$ cat config.mk
export PLATFORM = sky130hd
export DESIGN_NAME = shrx_deser
export DESIGN_NICKNAME = d
export VERILOG_FILES = /design/src/rtl/shrx_deser.sv
export SDC_FILE = /design/constraint.sdc
export NUM_CORES = 1
export LEC_CHECK = 0
export BUFFER_PORTS_ARGS = -buffer_cell sky130_fd_sc_hd__buf_2
export CORE_MARGIN = 2
export CORE_UTILIZATION = 40
export DETAILED_ROUTE_END_ITERATION = 16
export GPL_TIMING_DRIVEN = 1
export PLACE_DENSITY = 0.71
export REMOVE_ABC_BUFFERS = 1
export SYNTH_ARGS = -nofsm -noshare
export SYNTH_HDL_FRONTEND = slang
export SYNTH_SLANG_ARGS = --single-unit
export TNS_END_PERCENT = 10
$ cat constraint.sdc
create_clock -name clk -period 2.8 [get_ports clk]
set_clock_uncertainty 0.05 [all_clocks]
set_input_delay 0.7 -clock clk [delete_from_list [all_inputs] [get_ports clk]]
set_output_delay 0.7 -clock clk [all_outputs]
set_load 0.1 [all_outputs]
$ cat src/rtl/shrx_deser.sv
// Framed serial receiver: start bit (0), WIDTH data bits MSB-first, stop bit (1) -> parallel q.
// Latency: valid rises on the en edge that samples the stop bit (WIDTH+2 en edges after start).
// Backpressure: a good frame arriving while q is still unconsumed (valid=1, ready=0) is dropped and flags ovr.
//
// Ports:
//   clk    clock, all state changes on posedge
//   rst    synchronous active-high reset, overrides everything (partial frame discarded)
//   en     bit strobe; si sampled and FSM advanced only when en=1
//   si     serial line, idles high
//   ready  downstream accept; consumes q on an edge with valid=1 (independent of en)
//   clr    clears sticky ferr/ovr (a same-edge set wins)
//   q      received data word, stable while valid=1 and ready=0
//   valid  q holds an unconsumed frame
//   busy   1 while in DATA or STOP
//   ferr   sticky framing error (stop bit sampled as 0)
//   ovr    sticky overrun (good frame dropped, holding register full)

module shrx_deser #(
    parameter int WIDTH = 8
) (
    input  logic             clk,
    input  logic             rst,
    input  logic             en,
    input  logic             si,
    input  logic             ready,
    input  logic             clr,
    output logic [WIDTH-1:0] q,
    output logic             valid,
    output logic             busy,
    output logic             ferr,
    output logic             ovr
);

    // Bit counter only needs to reach WIDTH-1; keep it at least one bit wide.
    localparam int CW = (WIDTH > 2) ? $clog2(WIDTH) : 1;

    typedef enum logic [1:0] {
        IDLE = 2'd0,
        DATA = 2'd1,
        STOP = 2'd2
    } state_t;

    state_t           state_q, state_d;
    logic [CW-1:0]    cnt_q,   cnt_d;
    logic [WIDTH-1:0] sh_q,    sh_d;
    logic [WIDTH-1:0] q_q,     q_d;
    logic             valid_q, valid_d;
    logic             busy_q,  busy_d;
    logic             ferr_q,  ferr_d;
    logic             ovr_q,   ovr_d;

    logic             load;
    logic             drop_ovr;
    logic             set_ferr;

    always_comb begin
        state_d  = state_q;
        cnt_d    = cnt_q;
        sh_d     = sh_q;
        q_d      = q_q;
        load     = 1'b0;
        drop_ovr = 1'b0;
        set_ferr = 1'b0;

        // Handshake runs every edge regardless of en; a same-edge load re-asserts below.
        valid_d  = valid_q & ~ready;

        // Clear first so a set condition on the same edge takes priority.
        ferr_d   = ferr_q & ~clr;
        ovr_d    = ovr_q  & ~clr;

        if (en) begin
            unique case (state_q)
                IDLE: begin
                    // Any sampled 0 is taken as a start bit; no mid-bit re-check.
                    if (!si) begin
                        state_d = DATA;
                        cnt_d   = '0;
                    end
                end
                DATA: begin
                    // MSB-first: the first data bit ends up in sh[WIDTH-1].
                    sh_d  = {sh_q[WIDTH-2:0], si};
                    cnt_d = cnt_q + CW'(1);
                    if (cnt_q == CW'(WIDTH - 1)) begin
                        state_d = STOP;
                    end
                end
                STOP: begin
                    state_d = IDLE;
                    if (si) begin
                        // The slot is free if empty or being consumed on this very edge.
                        if (!valid_q || ready) begin
                            load = 1'b1;
                        end else begin
                            drop_ovr = 1'b1;
                        end
                    end else begin
                        set_ferr = 1'b1;
                    end
                end
                default: begin
                    state_d = IDLE;
                end
            endcase
        end

        if (load) begin
            q_d     = sh_q;
            valid_d = 1'b1;
        end
        if (drop_ovr) begin
            ovr_d = 1'b1;
        end
        if (set_ferr) begin
            ferr_d = 1'b1;
        end

        busy_d = (state_d != IDLE);
    end

    always_ff @(posedge clk) begin
        if (rst) begin
            state_q <= IDLE;
            cnt_q   <= '0;
            sh_q    <= '0;
            q_q     <= '0;
            valid_q <= 1'b0;
            busy_q  <= 1'b0;
            ferr_q  <= 1'b0;
            ovr_q   <= 1'b0;
        end else begin
            state_q <= state_d;
            cnt_q   <= cnt_d;
            sh_q    <= sh_d;
            q_q     <= q_d;
            valid_q <= valid_d;
            busy_q  <= busy_d;
            ferr_q  <= ferr_d;
            ovr_q   <= ovr_d;
        end
    end

    assign q     = q_q;
    assign valid = valid_q;
    assign busy  = busy_q;
    assign ferr  = ferr_q;
    assign ovr   = ovr_q;

endmodule

==> key figures <==
Global route
  – Grt total ovfl: 0
  – First-pass GRT wire length: about 3.2 mm
  – Vias in the first global route: 723
  – Number of antenna violations at the first check in global routing: 0
  – Total GRT Usage: between 10% and 20%
  – Pin count of the biggest net entering global routing: 34

Setup path
  – Critical path class: reg -> out
  – Worst path required time: ~2 ns
  – Critical path arrival: between 1 and 1.5 ns
  – Critical Path Source Type: register
  – CP max stage delay: about 0.43 ns
  – Crit path max fanout: 2
  – Crit path capture type: output pin
  – Top delay family on crit path: buffers and inverters
  – CP cell instances: buf_2
  – Slowest CP cell: buf_2
  – Crit path buffers/inverters: 1

Power
  – Power per cell area: ~460 mW/mm^2
  – Total Power: about 0.00056 W
  – Leakage Power: between 0.5 and 0.6 nW
  – Peak supply drop: 244 uV

Timing
  – Setup_tns: 0 ns
  – Fin. max-slew vios: 0
  – Final Worst Setup Slack: 0.957 ns
  – Final Hold Vio Count: 0
  – Ratio of final minimum period to clock period: 65.8%
  – RSZ-0062 raised after global routing: no
  – Fin crit period: ~1.8 ns
  – Setup violators final: 0
  – Tightest Pin Transition: 0.536 ns
  – Fmax: approximately 540 MHz
  – Max_slew headroom: 64.2%

CTS
  – Root buf cell: clkbuf_4
  – Sinks on Clock Net: 25
  – Total setup buffers inserted after CTS: 0
  – CTS clk-pin slew, worst paths: ~0.13 ns
  – CTS max path bufs: 2
  – Cts repair resizes: 0
  – Clk_lat worst skew: 0.31 ns
  – CTS tree: yes
  – Hold Buf Count CTS: 0
  – H-tree depth: 1
  – CTS buffer count: 3

Yosys
  – Top cell type's share of synthesized area: a little under half
  – Flops & latches, synth: 25
  – Synth Cell Area: between 0.001 and 0.0015 mm^2
  – Main area contributors after synthesis: dfxtp_1 (46%), mux2i_1 (15%), nand2b_1 (12%)
  – Cell taking the most area after synthesis: dfxtp_1
  – Synth Warn #: 0
  – Distinct cells, synth: 23
  – Post-synthesis sequential area ratio: 45.5%
  – Syn Inst Count: 107
  – Mean Syn Cell Area: slightly above 10 um^2

Layout
  – Area added between synthesis and finish: 9.21%
  – Multi-input gate area: 551 um^2
  – Register area: 500 um^2
  – Final Net Count: between 100 and 150
  – Fill cells: 263
  – N_diodes: 0
  – Share of layout cells above drive strength 1: about a fifth

Floorplan
  – Core Footprint: 0.00269 mm^2
  – Die width: 56.4 um
  – Initial core utilization: between 40% and 50%
  – Ports: 18
  – Die height: 56.4 um
  – Rows: 19
  – Die Area: 0.00318 mm^2

Routing
  – Drt pass-1 iters: 4
  – Final ANT Viol Nets: 0
  – Final WL: about 1.8 mm
  – Via count: 740
  – Initial DRC count: 13
  – Vias per std cell: 4.87
  – WL/cell: 12.0 um
  – DRC: 0

Place
  – Port bufs: 17
  – Pre-CTS setup slack: 0.903 ns
  – Gpl congestion: 0.713
  – DP HPWL: 1.22 mm

Outcome
  – Outcome: complete, no violations

Min path
  – Worst min path class: reg -> reg

Run
  – Max Cap Viol: 0
-- cells in the final DEF, fill, tap and decap left out, types with 2 or more instances in the layout --
cell type  synthesis  routed
dfxtp_1           25      25
nand2b_1          21      21
buf_2              2      17
mux2i_1           16      16
nor2_1            10      10
a21oi_1            8       8
o21ai_0            4       4
nand4b_1           3       3
clkbuf_4           0       3
nand3b_1           2       2
ha_1               2       2
-- worst min-delay path: stages, from the launching register on --
cell	delay [ns]
dfxtp_1	0.33
nand2b_1	0.06
mux2i_1	0.06
-- per-stage QoR --
step                      cells  hold WS [ns]  cell area [um^2]  util, %
after global routing        152         0.453              1200     44.7
after floorplan             100         0.397              1050        -
after detailed placement    148         0.408              1170     43.7
after global placement      148         0.407              1170     43.7
final                       152         0.429              1200     44.7
after CTS                   152         0.434              1200     44.7
-- registers in the layout, summed over array words and instances, names as in the netlist --
| name | count |
|---|---|
| busy | 1 |
| cnt_q | 3 |
| ferr | 1 |
| ovr | 1 |
| q | 8 |
| sh_q | 8 |
| state_q | 2 |
| valid | 1 |
-- area by class of cell --
cell class,count,area share (%)
clock buffer,4,2.19
sequential,25,41.7
tap,31,3.23
timing repair buffer,17,7.08
multi-input combinational,75,45.8
-- worst paths after layout --
path	depth (start not counted)	slack (ns)	start	endpoint
worst max-delay path	1	0.96	q[4]	q[4]
worst min-delay path	2	0.43	q[5]	q[5]
worst max register to register	3	1.21	state_q[0]	cnt_q[0]
worst min register to register	2	0.43	q[5]	q[5]
-- per-layer routing --
| metal | global-route usage [%] | wire [um] | share of wire (%) | vias to the layer above |
|---|---|---|---|---|
| met3 | 2.07 | 48 | 2.6 | 2 |
| met1 | 16.1 | 891 | 49 | 337 |
| met2 | 20.6 | 856 | 47 | 9 |
| li1 | - | - | - | 392 |
| met4 | 6.12 | 21 | 1.2 | 0 |
| met5 | 0 | 0 | 0 | - |
-- synth_stat cells (all sizes together) --
cell type	number
a21oi	8
nand3b	2
buf	5
and2b	2
nor2	11
o21bai	1
mux2i	16
nand4b	4
nor4b	1
o21ai	4
ha	2
dfxtp	25
nor2b	1
a31oi	1
nand2b	21
clkbuf	2
or2	1
-- report_power, final --
part	switching (W)	internal [W]	leakage, nW
Sequential	0.00000376	0.000359	0.202
Clock	0.000100	0.0000555	0.0150
Combinational	0.0000245	0.0000152	0.288
Total	0.000129	0.000430	0.505
-- cells by family (layout without fill, tap and decap cells) --
logic type / count (synthesis) / count (layout) / share of synthesized area, %
simple gates: 43 / 43 / 26.5
compound gates: 14 / 14 / 6.71
mux: 16 / 16 / 14.6
buf+inv: 7 / 21 / 4.44
flops: 25 / 25 / 45.5
fa+ha+maj: 2 / 2 / 2.27
Note: power is estimated with default switching activity, not from simulation.
